## src/rtl/vga_timing_pkg.sv

```systemverilog
// Shared 640x480 VGA timing constants, receiver FSM states and the 3-3-2 pixel type.
// The generator and the receiver both import this package so their timing cannot drift apart.
package vga_timing_pkg;

  localparam int HPIXELS = 800;
  localparam int VLINES  = 521;
  localparam int HPULSE  = 96;
  localparam int VPULSE  = 2;
  localparam int HBP     = 144;
  localparam int HFP     = 784;
  localparam int VBP     = 31;
  localparam int VFP     = 511;

  localparam logic [9:0] CNT_MAX = 10'h3FF;

  typedef enum logic [1:0] {
    SEARCH = 2'd0,
    TRACK  = 2'd1,
    LOCKED = 2'd2
  } rx_state_e;

  typedef struct packed {
    logic [2:0] red;
    logic [2:0] green;
    logic [1:0] blue;
  } rgb332_t;

endpackage

```

## src/rtl/vga_sync_edge.sv

```systemverilog
// Input register and falling-edge detector for one active-low sync line.
// fall_o is high in the cycle the first low sample arrives at the input.
module vga_sync_edge (
  input  logic dclk,
  input  logic clr_n,
  input  logic sync_i,
  output logic fall_o
);

  logic sync_q;

  // Syncs idle high, so reset to 1 to avoid a false edge straight after reset.
  always_ff @(posedge dclk) begin
    if (!clr_n) sync_q <= 1'b1;
    else        sync_q <= sync_i;
  end

  assign fall_o = sync_q & ~sync_i;

endmodule

```

## src/rtl/vga_sync_receiver.sv

```systemverilog
// Sink end of the VGA link: recovers pixel coordinates, active video, frame starts and
// line/frame length errors from hsync/vsync/RGB, with a two-stage pipeline (latency 2 dclk).
module vga_sync_receiver #(
  parameter int HPIXELS = vga_timing_pkg::HPIXELS,
  parameter int VLINES  = vga_timing_pkg::VLINES,
  parameter int HBP     = vga_timing_pkg::HBP,
  parameter int HFP     = vga_timing_pkg::HFP,
  parameter int VBP     = vga_timing_pkg::VBP,
  parameter int VFP     = vga_timing_pkg::VFP
) (
  input  logic       dclk,
  input  logic       clr_n,
  input  logic       hsync,
  input  logic       vsync,
  input  logic [2:0] red,
  input  logic [2:0] green,
  input  logic [1:0] blue,
  output logic [9:0] pixel_x,
  output logic [9:0] pixel_y,
  output logic [7:0] pixel_rgb,
  output logic       pixel_valid,
  output logic       frame_start,
  output logic       locked,
  output logic       h_err,
  output logic       v_err
);

  import vga_timing_pkg::*;

  localparam logic [9:0] H_LAST = 10'(HPIXELS - 1);
  localparam logic [9:0] V_LAST = 10'(VLINES - 1);
  localparam logic [9:0] H_BP   = 10'(HBP);
  localparam logic [9:0] H_FP   = 10'(HFP);
  localparam logic [9:0] V_BP   = 10'(VBP);
  localparam logic [9:0] V_FP   = 10'(VFP);

  logic      hfall, vfall, frameEdge;
  rgb332_t   rgb_q;
  logic [9:0] hcnt_q, hcnt_d, vcnt_q, vcnt_d;
  rx_state_e state_q, state_d;
  logic      dirty_q, dirty_d;
  logic      herr_d, verr_d, fs_d;
  logic      herr_q, verr_q, fs_q;

  logic [9:0] pixel_x_q, pixel_y_q;
  logic [7:0] pixel_rgb_q;
  logic       pixel_valid_q, frame_start_q, locked_q, h_err_q, v_err_q;

  vga_sync_edge u_hedge (.dclk(dclk), .clr_n(clr_n), .sync_i(hsync), .fall_o(hfall));
  vga_sync_edge u_vedge (.dclk(dclk), .clr_n(clr_n), .sync_i(vsync), .fall_o(vfall));

  assign frameEdge = hfall & vfall;

  // Counters index the sample held in stage 1; a vsync edge only matters when it lands on a line start.
  always_comb begin
    hcnt_d = hcnt_q;
    vcnt_d = vcnt_q;
    if (hfall) begin
      hcnt_d = '0;
      if (vfall)                 vcnt_d = '0;
      else if (vcnt_q != CNT_MAX) vcnt_d = vcnt_q + 10'd1;
    end else if (hcnt_q != CNT_MAX) begin
      hcnt_d = hcnt_q + 10'd1;
    end
  end

  assign herr_d = hfall     && (state_q != SEARCH) && (hcnt_q != H_LAST);
  assign verr_d = frameEdge && (state_q != SEARCH) && (vcnt_q != V_LAST);

  // dirty_q marks a frame that already saw a line error and therefore cannot qualify for lock.
  always_comb begin
    state_d = state_q;
    dirty_d = dirty_q;
    unique case (state_q)
      SEARCH: begin
        if (frameEdge) begin
          state_d = TRACK;
          dirty_d = 1'b0;
        end
      end
      TRACK: begin
        if (herr_d) dirty_d = 1'b1;
        if (frameEdge) begin
          if (!dirty_q && !herr_d && !verr_d) state_d = LOCKED;
          dirty_d = 1'b0;
        end
      end
      LOCKED: begin
        if (herr_d || verr_d) begin
          state_d = TRACK;
          // A mid-frame error taints the rest of that frame; one on a frame edge starts clean.
          dirty_d = ~frameEdge;
        end
      end
      default: begin
        state_d = SEARCH;
        dirty_d = 1'b0;
      end
    endcase
  end

  assign fs_d = vfall && (state_d == LOCKED);

  always_ff @(posedge dclk) begin
    if (!clr_n) begin
      rgb_q   <= '0;
      hcnt_q  <= '0;
      vcnt_q  <= '0;
      state_q <= SEARCH;
      dirty_q <= 1'b0;
      herr_q  <= 1'b0;
      verr_q  <= 1'b0;
      fs_q    <= 1'b0;
    end else begin
      rgb_q   <= '{red: red, green: green, blue: blue};
      hcnt_q  <= hcnt_d;
      vcnt_q  <= vcnt_d;
      state_q <= state_d;
      dirty_q <= dirty_d;
      herr_q  <= herr_d;
      verr_q  <= verr_d;
      fs_q    <= fs_d;
    end
  end

  // Stage 2: the lock decision made on a sync edge already gates the pixel that follows it.
  always_ff @(posedge dclk) begin
    if (!clr_n) begin
      pixel_x_q     <= '0;
      pixel_y_q     <= '0;
      pixel_rgb_q   <= '0;
      pixel_valid_q <= 1'b0;
      frame_start_q <= 1'b0;
      locked_q      <= 1'b0;
      h_err_q       <= 1'b0;
      v_err_q       <= 1'b0;
    end else begin
      pixel_x_q     <= hcnt_q - H_BP;
      pixel_y_q     <= vcnt_q - V_BP;
      pixel_rgb_q   <= rgb_q;
      pixel_valid_q <= (state_q == LOCKED) && (hcnt_q >= H_BP) && (hcnt_q < H_FP) &&
                       (vcnt_q >= V_BP) && (vcnt_q < V_FP);
      frame_start_q <= fs_q;
      locked_q      <= (state_q == LOCKED);
      h_err_q       <= herr_q;
      v_err_q       <= verr_q;
    end
  end

  assign pixel_x     = pixel_x_q;
  assign pixel_y     = pixel_y_q;
  assign pixel_rgb   = pixel_rgb_q;
  assign pixel_valid = pixel_valid_q;
  assign frame_start = frame_start_q;
  assign locked      = locked_q;
  assign h_err       = h_err_q;
  assign v_err       = v_err_q;

endmodule
```

## config.mk

```make
export PLATFORM = sky130hd
export DESIGN_NAME = vga_sync_receiver
export DESIGN_NICKNAME = d
export VERILOG_FILES = /design/src/rtl/vga_timing_pkg.sv /design/src/rtl/vga_sync_edge.sv /design/src/rtl/vga_sync_receiver.sv
export SDC_FILE = /design/constraint.sdc
export NUM_CORES = 1
export LEC_CHECK = 0
export ABC_AREA = 1
export CORE_UTILIZATION = 40
export CTS_CLUSTER_SIZE = 30
export DETAILED_ROUTE_END_ITERATION = 8
export PLACE_DENSITY = 0.66
export SLEW_MARGIN = 20
export SYNTH_ARGS = -nofsm -noshare
export SYNTH_HDL_FRONTEND = slang
export SYNTH_SLANG_ARGS = --single-unit
```

## constraint.sdc

```tcl
create_clock -name dclk -period 1.7 [get_ports dclk]
set_input_delay 0.51 -clock dclk [delete_from_list [all_inputs] [get_ports dclk]]
set_output_delay 0.51 -clock dclk [all_outputs]
set_load 0.005 [all_outputs]
```

======== Word-level counts from Yosys, hierarchy flattened ========
Index checks and enable logic that the tools add are counted.
storage, ports and cells
  input port bits ......................... 12
  output and inout bits ................... 33
  register bits ........................... 69
  word-level logic and storage cells ...... 78
cells by class
  $add $sub $neg .......................... 4
  reduce and logical (&&, ||, !) cells .... 21
  muxes and demuxes ....................... 12
  $lt $le $gt $ge ......................... 4
  equality and inequality tests ........... 10
  bitwise operators ....................... 7
operators with widths
  cell                   number
  $ne 10x10->1 const B   4
  $add 10x1->10 const B  2
  $mux 10                2
  $logic_and 1x1->1      11
  $ge 10x5->1 const B    1
  $ge 10x8->1 const B    1
  $lt 10x10->1 const B   1
  $lt 10x9->1 const B    1
  $sub 10x5->10 const B  1
  $sub 10x8->10 const B  1
  $mux 2                 4
  $pmux 2 s3             1
  $eq 2x2->1 const B     2
  $mux 1                 4
  $ne 2x2->1 const B     2
  $not 1->1              4
  $reduce_bool 2->1      2
  $and 1x1->1            3
  $logic_not 1->1        3
  $ne 3x3->1 const B     1
  $pmux 1 s3             1
  $reduce_and 3->1       1
  $eq 2x1->1 const B     1
  $logic_not 2->1        1
  other kinds (3)        3

======== Longest topological paths before layout ========
  depth after elaboration ................. 12
  depth in mapped cells ................... 12
  depth with buffers taken out ............ 12

======== Cells and area by module ========
A second synthesis with hierarchy kept.
unflattened totals
  cells, all modules ...................... 360
  area total of the unflattened synthesis .. 2788.9 µm²
by module, submodules not included
  module             area each (µm²)  times used  cells each  sequential area each (µm²)
  vga_sync_receiver  2718.9           1           350         1341.3
  vga_sync_edge      35.0             2           5           20.0

======== Worst setup path after synthesis ========
No wires, ideal clock.
  kind .................................... input to register
  from .................................... input port vsync
  to ...................................... register state_q[1]
  arrival ................................. 1.359 ns
  buffers on the path ..................... 0
  library setup time ...................... 0.116 ns
  data required time ...................... 1.584 ns
  stages .................................. 7
  slack ................................... 0.226 ns
  path through ............................ nor2_1 -> nand2_1 -> nor2_1 -> nand2_1 -> nand3_1 -> nand3_1 -> and3_1
between the ends
  word-level cells in the longest chain between the ends .. 10
  elaborated cells between the ends (all ways) .. 13
  classes of those cells .................. 5 x mux; 3 x bitwise; 5 x reduce/logical
RTL lines
  item                             RTL line                  RTL
  from (decl)                      vga_sync_receiver.sv:14   input logic vsync,
  $not 1->1 (*)                    vga_sync_edge.sv:18       assign fall_o = sync_q & ~sync_i;
  $and 1x1->1 (*)                  vga_sync_edge.sv:18
  $and 1x1->1 (*)                  vga_sync_receiver.sv:52   assign frameEdge = hfall & vfall;
  $logic_and 1x1->1 (2 in series)  vga_sync_receiver.sv:68   assign verr_d = frameEdge && (state_q != SEARCH) && (vcnt_q != V_LAST);
  $logic_not 1->1                  vga_sync_receiver.sv:84   if (!dirty_q && !herr_d && !verr_d) state_d = LOCKED;
  $logic_and 1x1->1                vga_sync_receiver.sv:84
  $mux 2                           vga_sync_receiver.sv:84
  $mux 2                           vga_sync_receiver.sv:83   if (frameEdge) begin
  $pmux 2 s3 (*)                   vga_sync_receiver.sv:74   unique case (state_q)
  to (signal assigned)             vga_sync_receiver.sv:118  state_q <= state_d;
  to (decl)                        vga_sync_receiver.sv:40   rx_state_e state_q, state_d;
Every way passes the cells marked *; elsewhere a longest branch is shown, timed or not.
A chain may end at the register's enable or synchronous reset.

======== Final worst setup path ========
  from .................................... register pixel_y_q[9] (netlist: pixel_y[9])
  to ...................................... output port pixel_y[9]
RTL lines
  item                    RTL line                  RTL
  from (decl)             vga_sync_receiver.sv:45   logic [9:0] pixel_x_q, pixel_y_q;
  from (signal assigned)  vga_sync_receiver.sv:139  pixel_y_q <= vcnt_q - V_BP;
  to (decl)               vga_sync_receiver.sv:19   output logic [9:0] pixel_y,
No word-level cell between the ends.

==> metrics.yaml <==
whs_ns: 0.414
postPlaceCellArea_um2: 3490
critPathTopFamily: "buffers and inverters"
holdCritStartpoint: "fs_q"
cp_cell_instances: "clkdlybuf4s50_1"
dieHeight_um: 85.5
cts-root-buf: "sky130_fd_sc_hd__clkbuf_8"
final_max_tran_viols: 0
core_area_um2: 6760
yosysSeqAreaShare_pct: 49.5
synth-edff-count: 0
bufs_on_longest_clock_path: 2
setup.worst_path.end_class: "primary output"
clock_sink_count: 69
wire_length_of_the_first_global_routing_pass_mm: 9.85
fmax_mhz: 603
core.rowCount: 30
post_synth_main_area_contributors: "sky130_fd_sc_hd__dfxtp_1 (49%), sky130_fd_sc_hd__nand2_1 (8.9%), sky130_fd_sc_hd__inv_1 (7.8%)"
power_density_over_cell_area_nw_per_um2: 991
combinational_cell_fraction_of_total_power_pct: 8.6
postSynthAreaPerCell_um2: 7.82
number_of_antenna_violations_at_the_first_check_in_global_routing: 0
synthTopCellsByCount: "sky130_fd_sc_hd__dfxtp_1 (69), sky130_fd_sc_hd__nand2_1 (66), sky130_fd_sc_hd__inv_1 (58), sky130_fd_sc_hd__nor2_1 (34), sky130_fd_sc_hd__a21oi_1 (29)"
post_synth_inst_count: 357
finalSetupViolations: 0
synthesis.area_um2: 2790
post-dp-hpwl_mm: 4.19
drt-wirelength-per-cell_um: 11.2
fin_skew_ns: 0.00831
p_clk_share_pct: 46.6
clock_transition_at_the_register_clock_pins_on_the_worst_setup_and_hold_paths_after_cts_ns: 0.08
critPathArrivalTime_ns: 1.15
cts_buffers: 9
cell_internal_pwr_w: 0.00299
worst-setup-path-type: "reg -> out"
dr.pass1.iters: 4
final.setup.tns_ns: 0
netlist-cell-type-count: 32
dieArea_um2: 7320
cts-htree-levels: 3
finalInstanceArea_um2: 3850
ys_warn_count: 0
num_antenna_cells: 0
path_max_fanout: 1
clock_tree_from_tritoncts: "built"
crit_cells: 1
synth-async-reset-ratio_pct: 0
power.sequential.fraction_pct: 44.8
report.final.hold_viol_count: 0
worstReg2RegStart: "vcnt_q[0]"
finalCriticalPeriod_ns: 1.66
post-place-ws_ns: -0.399
hold_endpoint: "frame_start"
timing.reg2reg.worst_path_depth: 8
total_routing_resource_utilization_after_global_routing_pct: 17.4
p_leak_nw: 2.05
route.vias.total: 2456
detail-route-antenna-nets: 0
drc: 0
die_w_um: 85.5
avgViaCountPerCell: 4.75
hold_path_depth: 2
timing.critical_path.buf_inv: 1
final_wtd_congestion: 0.875
rrSetupSlack_ns: 0.16
port-buffer-count: 44
drt-total-wl_mm: 5.78
min_period_over_period_pct: 97.6
first_global_vias: 2250
total_switching_power_w: 0.000826
regToRegEndpoint: "vcnt_q[5]"
overall_power_w: 0.00381
syn2layout_area_growth_pct: 37.9
clk_latency_ns: 0.35
critical_path_required_ns: 1.19
drive_gt1_share_pct: 18.3
synthMostInstantiatedCell: "sky130_fd_sc_hd__dfxtp_1"
switching_share_pct: 21.7
timing.max_slew.rel_slack_pct: 77.0
grt_start_max_net_pins: 21
start_util_pct: 41.3
tightestPinTransition_ns: 0.343
yosys.area.top_type_share_pct: 49.5
fillerInstances: 605
worst_path_setup_slack_after_routing_ns: 0.0415
status: "completed"
max_cap_viol_count: 0
synth_nets: 380
critPathLaunchType: "flip-flop"
timing.critical_path.slowest_cell_delay_ns: 0.49
dominantRegCellSynth: "sky130_fd_sc_hd__dfxtp_1"
num_io_pins: 45
synth.ff_latch_count: 69
synthDominantAreaCellType: "sky130_fd_sc_hd__dfxtp_1"
critical-path-slowest-cell: "sky130_fd_sc_hd__clkdlybuf4s50_1"
vdd_ir_drop_max_mv: 0.400
grt_remaining_overflow: 0
final_nets: 455
hp-class: "reg -> reg"
initialDrtViolationCount: 109
## sequential cells by signal (all words and copies together), names as in the netlist
register	flops
v_err	1
state_q	2
u_vedge.sync_q	1
locked	1
rgb_q	8
frame_start	1
pixel_x	10
pixel_rgb	8
dirty_q	1
fs_q	1
verr_q	1
u_hedge.sync_q	1
herr_q	1
vcnt_q	10
hcnt_q	10
pixel_valid	1
pixel_y	10
h_err	1
## layer usage
layer  track usage [%]  part of all wire [%]
met1              21.0                    46
met2              28.2                    47
met3              4.04                   4.3
met4              10.8                   2.1
met5                 0                     0
## layout make-up
class                           instances  area (µm²)  area share [%]
Multi-Input combinational cell        212        1160            30.0
Clock buffer                            9         124            3.22
Sequential cell                        69        1380            36.0
Clock inverter                          7         146            3.80
Inverter                               69         268            6.96
Timing Repair Buffer                   71         671            17.4
Tap cell                               80         100            2.60
## layout by cell type, fill, tap and decap left out, types with 2 or more instances in the layout
cell type	instances
sky130_fd_sc_hd__a22oi_1	5
sky130_fd_sc_hd__dfxtp_2	2
sky130_fd_sc_hd__nor2_1	29
sky130_fd_sc_hd__o21ai_1	10
sky130_fd_sc_hd__clkinv_4	3
sky130_fd_sc_hd__or2_2	3
sky130_fd_sc_hd__xor2_1	3
sky130_fd_sc_hd__inv_1	57
sky130_fd_sc_hd__clkdlybuf4s50_1	33
sky130_fd_sc_hd__inv_2	10
sky130_fd_sc_hd__nand4_1	8
sky130_fd_sc_hd__ha_1	10
sky130_fd_sc_hd__dfxtp_1	67
sky130_fd_sc_hd__buf_4	27
sky130_fd_sc_hd__and3_1	3
sky130_fd_sc_hd__nand3_2	2
sky130_fd_sc_hd__nand2_2	4
sky130_fd_sc_hd__o21ai_0	7
sky130_fd_sc_hd__nand2_4	4
sky130_fd_sc_hd__nor2_4	2
sky130_fd_sc_hd__a21oi_1	29
sky130_fd_sc_hd__bufinv_16	4
sky130_fd_sc_hd__dlymetal6s2s_1	11
sky130_fd_sc_hd__nand2_1	63
sky130_fd_sc_hd__nand3_1	18
sky130_fd_sc_hd__clkbuf_8	9
sky130_fd_sc_hd__nor2_2	5
## logic make-up after synthesis
| kind of cell | share of synthesized area, % |
|---|---|
| AND/OR/NAND/NOR | 23.4 |
| AO/OA/AOI/OAI | 10.3 |
| flip-flops | 49.5 |
| XOR/XNOR | 1.26 |
| adder cells (fa/ha/maj) | 4.93 |
| buffers and inverters | 10.6 |
## repair_timing
action / 4_1_cts / 5_1_grt
endpoints found under the setup margin: 1 / 20
hold buffers: 0 / 0
endpoints found under the hold margin: 0 / 0
resized for setup: 1 / 27
pin swaps: 0 / 4
setup buffers: 0 / 1
## how the worst max path moves through the flow
stage               startpoint          to
detailed placement       vsync  state_q[1]
CTS                 pixel_y[1]  pixel_y[1]
finish              pixel_y[9]  pixel_y[9]
global placement         vsync  state_q[1]
floorplan                vsync  state_q[1]
global route             vsync        fs_q
## through the flow
stage / cells / utilization, %
floorplan: 357 / -
global placement: 500 / 51.7
detailed placement: 500 / 51.7
CTS: 516 / 55.8
global route: 517 / 57.0
finish: 517 / 57.0
## power groups by stage
| stage | Clock (W) | Sequential (W) | Combinational, W |
|---|---|---|---|
| 2_1_floorplan | 0 | 0.00175 | 0.000141 |
| 3_3_place_gp | 0 | 0.00174 | 0.000317 |
| 3_5_place_dp | 0 | 0.00175 | 0.000321 |
| 4_1_cts | 0.00181 | 0.00171 | 0.000325 |
| 5_1_grt | 0.00188 | 0.00171 | 0.000368 |
| 6_report | 0.00178 | 0.00171 | 0.000330 |
Note: power is estimated with default switching activity, not from simulation.
